**src/rtl/muldiv_pkg.sv**
```systemverilog
// rtl/muldiv_pkg.sv - shared encodings and helpers for the RV32M multiply/divide unit
package muldiv_pkg;

   // Default operand width of the unit
   localparam int DEF_WIDTH = 32;

   // RV32M funct3 encodings
   localparam logic [2:0] F3_MUL    = 3'b000;
   localparam logic [2:0] F3_MULH   = 3'b001;
   localparam logic [2:0] F3_MULHSU = 3'b010;
   localparam logic [2:0] F3_MULHU  = 3'b011;
   localparam logic [2:0] F3_DIV    = 3'b100;
   localparam logic [2:0] F3_DIVU   = 3'b101;
   localparam logic [2:0] F3_REM    = 3'b110;
   localparam logic [2:0] F3_REMU   = 3'b111;

   typedef enum logic [1:0] {
      IDLE = 2'd0,
      CALC = 2'd1,
      FIX  = 2'd2,
      DONE = 2'd3
   } state_t;

   // Width of an iteration counter that runs 0 .. w-1
   function automatic int cnt_width(input int w);
      return (w <= 2) ? 1 : $clog2(w);
   endfunction

endpackage

```
**src/rtl/muldiv_core_step.sv**
```systemverilog
// rtl/muldiv_core_step.sv - one combinational shift-add or restoring-divide iteration
module muldiv_core_step #(
   parameter int DATA_WIDTH = 32
) (
   input  logic                      is_div_i,
   input  logic [2*DATA_WIDTH-1:0]   acc_i,
   input  logic [DATA_WIDTH-1:0]     b_i,
   output logic [2*DATA_WIDTH-1:0]   acc_o
);
   localparam int W = DATA_WIDTH;

   logic [W:0] sum;
   logic [W:0] rem_sh;
   logic [W:0] diff;

   // Multiply: acc = {partial, multiplier}; divide: acc = {remainder, dividend/quotient}
   always_comb begin
      sum    = {1'b0, acc_i[2*W-1:W]} + (acc_i[0] ? {1'b0, b_i} : '0);
      rem_sh = {acc_i[2*W-1:W], acc_i[W-1]};
      diff   = rem_sh - {1'b0, b_i};
      acc_o  = '0;
      if (!is_div_i) begin
         acc_o = {sum, acc_i[W-1:1]};
      end else if (rem_sh >= {1'b0, b_i}) begin
         acc_o = {diff[W-1:0], acc_i[W-2:0], 1'b1};
      end else begin
         acc_o = {rem_sh[W-1:0], acc_i[W-2:0], 1'b0};
      end
   end

endmodule

```
**src/rtl/muldiv_unit.sv**
```systemverilog
// rtl/muldiv_unit.sv - multi-cycle RV32M multiply/divide unit with start/busy/done handshake
module muldiv_unit
   import muldiv_pkg::*;
#(
   parameter int DATA_WIDTH   = DEF_WIDTH,
   parameter int FUNCT_LENGTH = 3
) (
   input  logic                    clk,
   input  logic                    reset,
   input  logic                    start,
   input  logic [FUNCT_LENGTH-1:0] funct3,
   input  logic [DATA_WIDTH-1:0]   SrcA,
   input  logic [DATA_WIDTH-1:0]   SrcB,
   output logic                    busy,
   output logic                    done,
   output logic [DATA_WIDTH-1:0]   Result
);
   localparam int W  = DATA_WIDTH;
   localparam int CW = cnt_width(W);
   localparam logic [W-1:0] MOST_NEG = {1'b1, {(W-1){1'b0}}};

   state_t                  state_q;
   logic [CW-1:0]           cnt_q;
   logic [2*W-1:0]          acc_q;
   logic [2*W-1:0]          acc_d;
   logic [W-1:0]            a_q;
   logic [W-1:0]            b_q;
   logic [W-1:0]            bmag_q;
   logic [FUNCT_LENGTH-1:0] op_q;
   logic                    a_neg_q;
   logic                    b_neg_q;
   logic [W-1:0]            Result_q;
   logic                    busy_q;
   logic                    done_q;

   logic                    sgn_a, sgn_b, a_neg_d, b_neg_d;
   logic [W-1:0]            a_mag_d, b_mag_d;
   logic [2*W-1:0]          prod;
   logic [W-1:0]            quo, rem;
   logic                    ovf;
   logic [W-1:0]            Result_d;

   muldiv_core_step #(.DATA_WIDTH(W)) u_step (
      .is_div_i (op_q[2]),
      .acc_i    (acc_q),
      .b_i      (bmag_q),
      .acc_o    (acc_d)
   );

   // Operand signedness and magnitudes for a request being accepted
   always_comb begin
      sgn_a   = !(funct3 == F3_MULHU || funct3 == F3_DIVU || funct3 == F3_REMU);
      sgn_b   = sgn_a && (funct3 != F3_MULHSU);
      a_neg_d = sgn_a && SrcA[W-1];
      b_neg_d = sgn_b && SrcB[W-1];
      a_mag_d = a_neg_d ? -SrcA : SrcA;
      b_mag_d = b_neg_d ? -SrcB : SrcB;
   end

   // Sign correction, special-case override and output selection applied in FIX
   always_comb begin
      prod = (a_neg_q ^ b_neg_q) ? -acc_q : acc_q;
      quo  = acc_q[W-1:0];
      rem  = acc_q[2*W-1:W];
      if (a_neg_q ^ b_neg_q) quo = -quo;
      if (a_neg_q)           rem = -rem;
      ovf = (op_q == F3_DIV || op_q == F3_REM) && (a_q == MOST_NEG) && (b_q == '1);
      if (b_q == '0) begin
         quo = '1;
         rem = a_q;
      end else if (ovf) begin
         quo = MOST_NEG;
         rem = '0;
      end
      if (op_q[2])                    Result_d = op_q[1] ? rem : quo;
      else if (op_q[1:0] == 2'b00)    Result_d = prod[W-1:0];
      else                            Result_d = prod[2*W-1:W];
   end

   // Control FSM with registered busy/done/Result
   always_ff @(posedge clk) begin
      if (reset) begin
         state_q  <= IDLE;
         cnt_q    <= '0;
         acc_q    <= '0;
         a_q      <= '0;
         b_q      <= '0;
         bmag_q   <= '0;
         op_q     <= '0;
         a_neg_q  <= 1'b0;
         b_neg_q  <= 1'b0;
         Result_q <= '0;
         busy_q   <= 1'b0;
         done_q   <= 1'b0;
      end else begin
         done_q <= 1'b0;
         case (state_q)
            IDLE: begin
               if (start) begin
                  op_q    <= funct3;
                  a_q     <= SrcA;
                  b_q     <= SrcB;
                  a_neg_q <= a_neg_d;
                  b_neg_q <= b_neg_d;
                  bmag_q  <= b_mag_d;
                  acc_q   <= {{W{1'b0}}, a_mag_d};
                  cnt_q   <= '0;
                  busy_q  <= 1'b1;
                  state_q <= CALC;
               end
            end
            CALC: begin
               acc_q <= acc_d;
               cnt_q <= cnt_q + 1'b1;
               if (cnt_q == CW'(W - 1)) state_q <= FIX;
            end
            FIX: begin
               Result_q <= Result_d;
               busy_q   <= 1'b0;
               state_q  <= DONE;
            end
            DONE: begin
               done_q  <= 1'b1;
               state_q <= IDLE;
            end
            default: state_q <= IDLE;
         endcase
      end
   end

   assign busy   = busy_q;
   assign done   = done_q;
   assign Result = Result_q;

endmodule

```
**config.mk**
```make
export PLATFORM = sky130hd
export DESIGN_NAME = muldiv_unit
export DESIGN_NICKNAME = d
export VERILOG_FILES = /design/src/rtl/muldiv_pkg.sv /design/src/rtl/muldiv_core_step.sv /design/src/rtl/muldiv_unit.sv
export SDC_FILE = /design/constraint.sdc
export NUM_CORES = 1
export LEC_CHECK = 0
export BUFFER_PORTS_ARGS = -buffer_cell sky130_fd_sc_hd__buf_2
export CORE_MARGIN = 3
export CORE_UTILIZATION = 55
export CTS_CLUSTER_DIAMETER = 80
export DETAILED_ROUTE_END_ITERATION = 16
export HOLD_SLACK_MARGIN = 0.05
export PLACE_DENSITY_LB_ADDON = 0.3
export SETUP_SLACK_MARGIN = 0.5
export SLEW_MARGIN = 20
export SYNTH_ARGS = -nofsm -noshare
export SYNTH_HDL_FRONTEND = slang
export SYNTH_HIERARCHICAL = 1
export SYNTH_SLANG_ARGS = --single-unit
```
**constraint.sdc**
```tcl
create_clock -name clk -period 7.7 [get_ports clk]
set_input_delay 1.54 -clock clk [delete_from_list [all_inputs] [get_ports clk]]
set_output_delay 1.54 -clock clk [all_outputs]
set_load 0.01 [all_outputs]
```
==> results of run 1 <==
synthesized netlist by cell type, types with 10 or more instances:
cell,count,area [µm²]
ha_1,74,926
o41ai_1,19,166
dfxtp_1,205,4100
xor2_1,105,920
o211ai_1,18,135
nand4_1,28,175
or3_1,23,144
a221oi_1,11,96.3
nand3_1,46,230
o311ai_0,13,114
inv_1,67,251
xnor2_1,88,771
nor4_1,38,238
a22oi_1,41,308
nor2b_1,12,75.1
nand3b_1,10,75.1
o21ai_1,23,115
o21a_1,10,75.1
a31oi_1,27,169
a211o_1,11,96.3
clkbuf_1,160,601
a211oi_1,52,390
or4_1,14,105
mux2_2,31,349
nand2b_1,20,125
o21bai_1,10,75.1
a21o_1,19,143
o21ai_0,121,606
mux2i_1,45,450
nor2_1,214,803
and2_1,39,244
a21oi_1,222,1110
nand2_1,327,1230
o31ai_1,28,210
nor3_1,48,240
per-layer routing:
| metal | GRT usage (%) | vias to the layer above |
|---|---|---|
| li1 | - | 8512 |
| met4 | 14.9 | 0 |
| met5 | 0 | - |
| met2 | 50.5 | 1014 |
| met3 | 8.71 | 192 |
| met1 | 48.6 | 8510 |
stage by stage:
stage / instances / total power [mW] / utilization, % / hold WS, ns
floorplan: 2370 / 4.14 / - / 0.439
finish: 2753 / 6.45 / 60.3 / 0.473
global route: 2753 / 6.81 / 60.3 / 0.493
global placement: 2710 / 5.07 / 57.7 / 0.454
detailed placement: 2710 / 5.13 / 57.7 / 0.460
CTS: 2753 / 6.32 / 60.3 / 0.471
worst max-delay path: stages, from the launching register on:
cell	delay, ns
dfxtp_1	0.33
buf_4	0.25
and2_1	0.18
ha_1	0.21
fa_1	0.42
a21oi_1	0.27
o21ai_2	0.12
a211oi_2	0.32
nor4_1	0.12
or3_1	0.38
a221o_2	0.40
a31oi_1	0.21
xor2_1	0.19
mux2i_1	0.11
a22oi_1	0.19
nor2_1	0.06
cell families after synthesis:
| kind of cell | after synthesis | share of synthesized area, % |
|---|---|---|
| flops | 205 | 23.8 |
| compound gates | 707 | 26.6 |
| mux | 76 | 4.65 |
| simple gates | 866 | 23.8 |
| buf+inv | 247 | 5.61 |
| fa+ha+maj | 76 | 5.61 |
| xor+xnor | 193 | 9.82 |
sequential cells by signal, summed over array words and instances, names as in the netlist:
| signal | cells |
|---|---|
| a_q | 32 |
| acc_q | 64 |
| b_neg_q | 1 |
| cnt_q | 5 |
| a_neg_q | 1 |
| Result | 32 |
| state_q | 2 |
| b_q | 32 |
| op_q | 3 |
| busy | 1 |
| bmag_q | 31 |
| done | 1 |
layout make-up:
class	instances	area [µm²]
repair buffers	124	679
clock buffers	37	741
inverters	67	251
clock inverters	6	65.1
well taps	396	495
fillers	2926	12200
multi-input cells	1918	12200
flip-flops and latches	205	4110
power by group:
group / internal (mW) / total, mW / switching [mW]
Combinational: 1.23 / 3.50 / 2.27
Sequential: 1.33 / 1.77 / 0.437
Clock: 0.693 / 1.19 / 0.493
worst paths after layout:
| path | from | end | slack, ns | depth (start not counted) |
|---|---|---|---|---|
| max | acc_q[0] | acc_q[61] | 3.79 | 15 |
| min | a_q[19] | a_q[19] | 0.47 | 2 |
| max reg2reg | acc_q[0] | acc_q[61] | 3.79 | 15 |
| min reg2reg | a_q[19] | a_q[19] | 0.47 | 2 |
==> out/qor.yml, run 1 <==
drt-total-wl_mm: 60.6
ir_worst_vdd_v: 0.000399
final_nets: 2486
maxSlewHeadroom_pct: 18.8
cts_buffer_depth: 3
postCtsSetupRepairBufs: 0
clk_pin_slew_ns: 0.07
tightest_slew_ns: 1.21
worst-path-max-fanout: 36
hold_path.class: "reg2reg"
crit_arrival_ns: 4.33
root_buffer: "clkbuf_16"
grt_max_degree: 113
synth_area_um2: 17200
synth-seq-cells: 205
cts_resized: 0
fin_area_um2: 18500
synth_cell_type_count: 90
cts_buffers: 24
p_per_area_nw_per_um2: 348
h-tree-depth: 1
final_layout_size_suffix_gt1_share_pct: 10.1
clock_skew_ns: 0.0193
end_kind: "flip-flop"
globalRouteTotalUtil_pct: 34.6
grt_first_pass_wirelength_mm: 93.3
status: "complete, no violations"
dr.pass1.iters: 8
fp-row-count: 64
synthArstFlopShare_pct: 0
synth-edff-count: 0
die_h_um: 183
cts_tree: "done"
die_x_um: 183
finalCriticalPeriod_ns: 3.91
post_dp_cell_area_um2: 17700
met1Wirelength_mm: 25.8
ant_nets: 0
hold_viol: 0
start_util_pct: 56.0
routabilityCongestion: 1.02
p_leak_nw: 7.48
wire_per_inst_um: 22.0
via_count: 18200
fin_crit_sh_pct: 50.8
ios: 104
place_hpwl_mm: 44.0
setup_slack_ns: 3.79
first_global_vias: 16500
setup_violations: 0
maxCapViolations: 0
antenna_found_initial: 0
avgSynthCellArea_um2: 7.26
diodes: 0
final_common_cell: "nand2_1"
viasPerCell: 6.62
synth-main-ff-cell: "dfxtp_1"
area_growth_pct: 7.71
drtIter0Drc: 2536
clock.fmax_ghz: 0.256
dieArea_um2: 33400
drv_slew: 0
worstSkewPairLatency_ns: 0.55
grt_overflow: 0
synthCells: 2370
top_layer_used: "met4"
route.met2.wl_mm: 24.8
mostFrequentLayoutCells: "nand2_1 (326), a21oi_1 (222), nor2_1 (213), dfxtp_1 (204), o21ai_0 (121)"
yosysWarningCount: 6
rsz0062_at_grt: "no"
met3WireLength_mm: 7.02
io_buffer_count: 103
syn-num-nets: 2516
tns_ns: 0
cts_hold_buf: 0
preCtsSetupSlack_ns: 3.69
clkSinkCount: 205
drc: 0
core_area_um2: 30700
critPathLaunchType: "flip-flop"
worstSetupPathType: "reg2reg"
worstPathRequired_ns: 8.12
ys_seq_area_share_pct: 23.8
(Power assumes the default switching activity.)
==> inputs of run 2 (changes only) <==
clock period = 3.65 ns   (was 7.7 ns; I/O delays follow)
==> run 2 against run 1 <==
Net effect:
- register-to-register slack worse by 3.5 ns
- flip-flop and latch count did not move
- core utilization rose by 6.3 points
- combinational power rose to 2.5 times the previous value
- die area is the same
- highest routed layer is now met5
- critical path type unchanged
==> out/qor.yml, run 2 (same netlist as run 1, synthesis figures left out) <==
final_layout_size_suffix_gt1_share_pct: 20.8
clock.fmax_ghz: 0.299
h-tree-depth: 1
dieArea_um2: 33400
hold_path.class: "in2reg"
clkSinkCount: 205
diodes: 0
area_growth_pct: 19.0
r2r_setup_slack_ns: 0.31
rsz0062_at_grt: "yes"
first_global_vias: 17900
critPathTopFamily: "compound AO/OA/AOI/OAI gates"
switchingPower_mw: 7.37
place_hpwl_mm: 46.6
drv_slew: 0
status: "complete, no violations"
drt-total-wl_mm: 65.7
end_kind: "flip-flop"
maxCapViolations: 0
grt_first_pass_wirelength_mm: 100
holdWs_ns: 0.452
die_h_um: 183
final_nets: 2595
cts_buffer_depth: 3
wire_per_inst_um: 23.0
critPathSlowestCell: "or3_1"
pwr-share-seq_pct: 24.2
drtIter0Drc: 2784
clk_pin_slew_ns: 0.06
setup_violations: 0
final_util_pct: 66.6
post_dp_cell_area_um2: 18200
fp-row-count: 64
cp_slowest_stage_delay_ns: 0.38
root_buffer: "clkbuf_16"
globalRouteTotalUtil_pct: 37.1
mostFrequentLayoutCells: "nand2_1 (324), nor2_1 (209), a21oi_1 (206), dfxtp_1 (166), o21ai_0 (117)"
seq_area_um2: 4180
crit_chain: "inv_1, ha_1, inv_1, fa_2, a211o_1, a21oi_1, nor2b_1, o211a_1, o21ai_2, a21oi_1, mux2i_1, or3_1, a31o_1, a22oi_1, nor2_1"
cts_hold_buf: 0
cts_buffers: 25
antenna_found_initial: 1
tns_ns: 0
power_mw: 15.1
p_per_area_nw_per_um2: 739
ios: 104
hold_viol: 0
p_clk_share_pct: 17.6
largest-register: "acc_q"
start_util_pct: 56.0
crit_arrival_ns: 3.76
fillers: 2580
tightest_slew_ns: 1.23
grt_max_degree: 139
io_buffer_count: 103
critPathBufInv: 2
ant_nets: 0
viasPerCell: 6.80
worstSetupPathType: "reg2reg"
clock_skew_ns: 0.0144
routabilityCongestion: 1.04
worstSkewPairLatency_ns: 0.55
fin_area_um2: 20500
worstPathRequired_ns: 4.07
via_count: 19500
die_x_um: 183
multi_input_area_um2: 13000
fin_crit_sh_pct: 91.6
maxSlewHeadroom_pct: 18.0
ir_worst_vdd_v: 0.000700
combPwrFrac_pct: 58.3
p_leak_nw: 8.15
final_common_cell: "nand2_1"
critPathLaunchType: "flip-flop"
drc: 0
grt_overflow: 0
core_area_um2: 30700
worst-path-max-fanout: 3
largest_reg_flops: 64
switching_share_pct: 48.7
finalCriticalPeriod_ns: 3.34
p_int_mw: 7.77
cts_tree: "done"
dr.pass1.iters: 6
## run 2: per-layer routing
| metal | part of all wire (%) | track usage [%] | vias to the layer above |
|---|---|---|---|
| li1 | - | - | 8721 |
| met1 | 41 | 51.8 | 9108 |
| met2 | 42 | 56.6 | 1387 |
| met3 | 12 | 7.44 | 251 |
| met4 | 4.7 | 14.2 | 2 |
| met5 | 0.020 | 0 | - |
## run 2: worst paths after layout
check,start,endpoint,cells past startpoint
worst min register to register,Result[21],Result[21],1
worst min-delay path,SrcB[15],b_q[15],3
worst max-delay path,acc_q[31],acc_q[58],15
worst max register to register,acc_q[31],acc_q[58],15
## run 2: power groups by stage
| stage | clock [mW] | combinational (mW) | sequential, mW |
|---|---|---|---|
| after floorplan | 0 | 5.43 | 3.31 |
| after global placement | 0 | 7.45 | 3.59 |
| after detailed placement | 0 | 7.59 | 3.61 |
| after CTS | 2.66 | 7.96 | 3.56 |
| after global routing | 2.76 | 9.42 | 3.70 |
| final | 2.66 | 8.82 | 3.66 |
## run 2: timing repair
| item | CTS | global route |
|---|---|---|
| setup buffers | 21 | 26 |
| gates cloned | 2 | 1 |
| resized for setup | 71 | 150 |
| endpoints found under the setup margin | 32 | 40 |
| pin swaps | 31 | 57 |
## run 2: tightest hold or removal path, cell delays in order
cell     delay, ns
buf_2         0.12
nand2_1       0.05
a21oi_1       0.05
## run 2: stage by stage
step,cells,setup WS [ns]
3_5_place_dp,2768,0.200
2_1_floorplan,2370,0.520
4_1_cts,2837,0.310
6_report,2864,0.308
5_1_grt,2864,0.195
3_3_place_gp,2768,0.252
## run 2: layout make-up
cell class,instances,share of cell area [%]
Clock inverter,14,0.825
Sequential cell,205,20.4
Multi-Input combinational cell,1918,63.6
Clock buffer,32,3.43
Timing Repair Buffer,232,8.08
Tap cell,396,2.42
Inverter,67,1.23
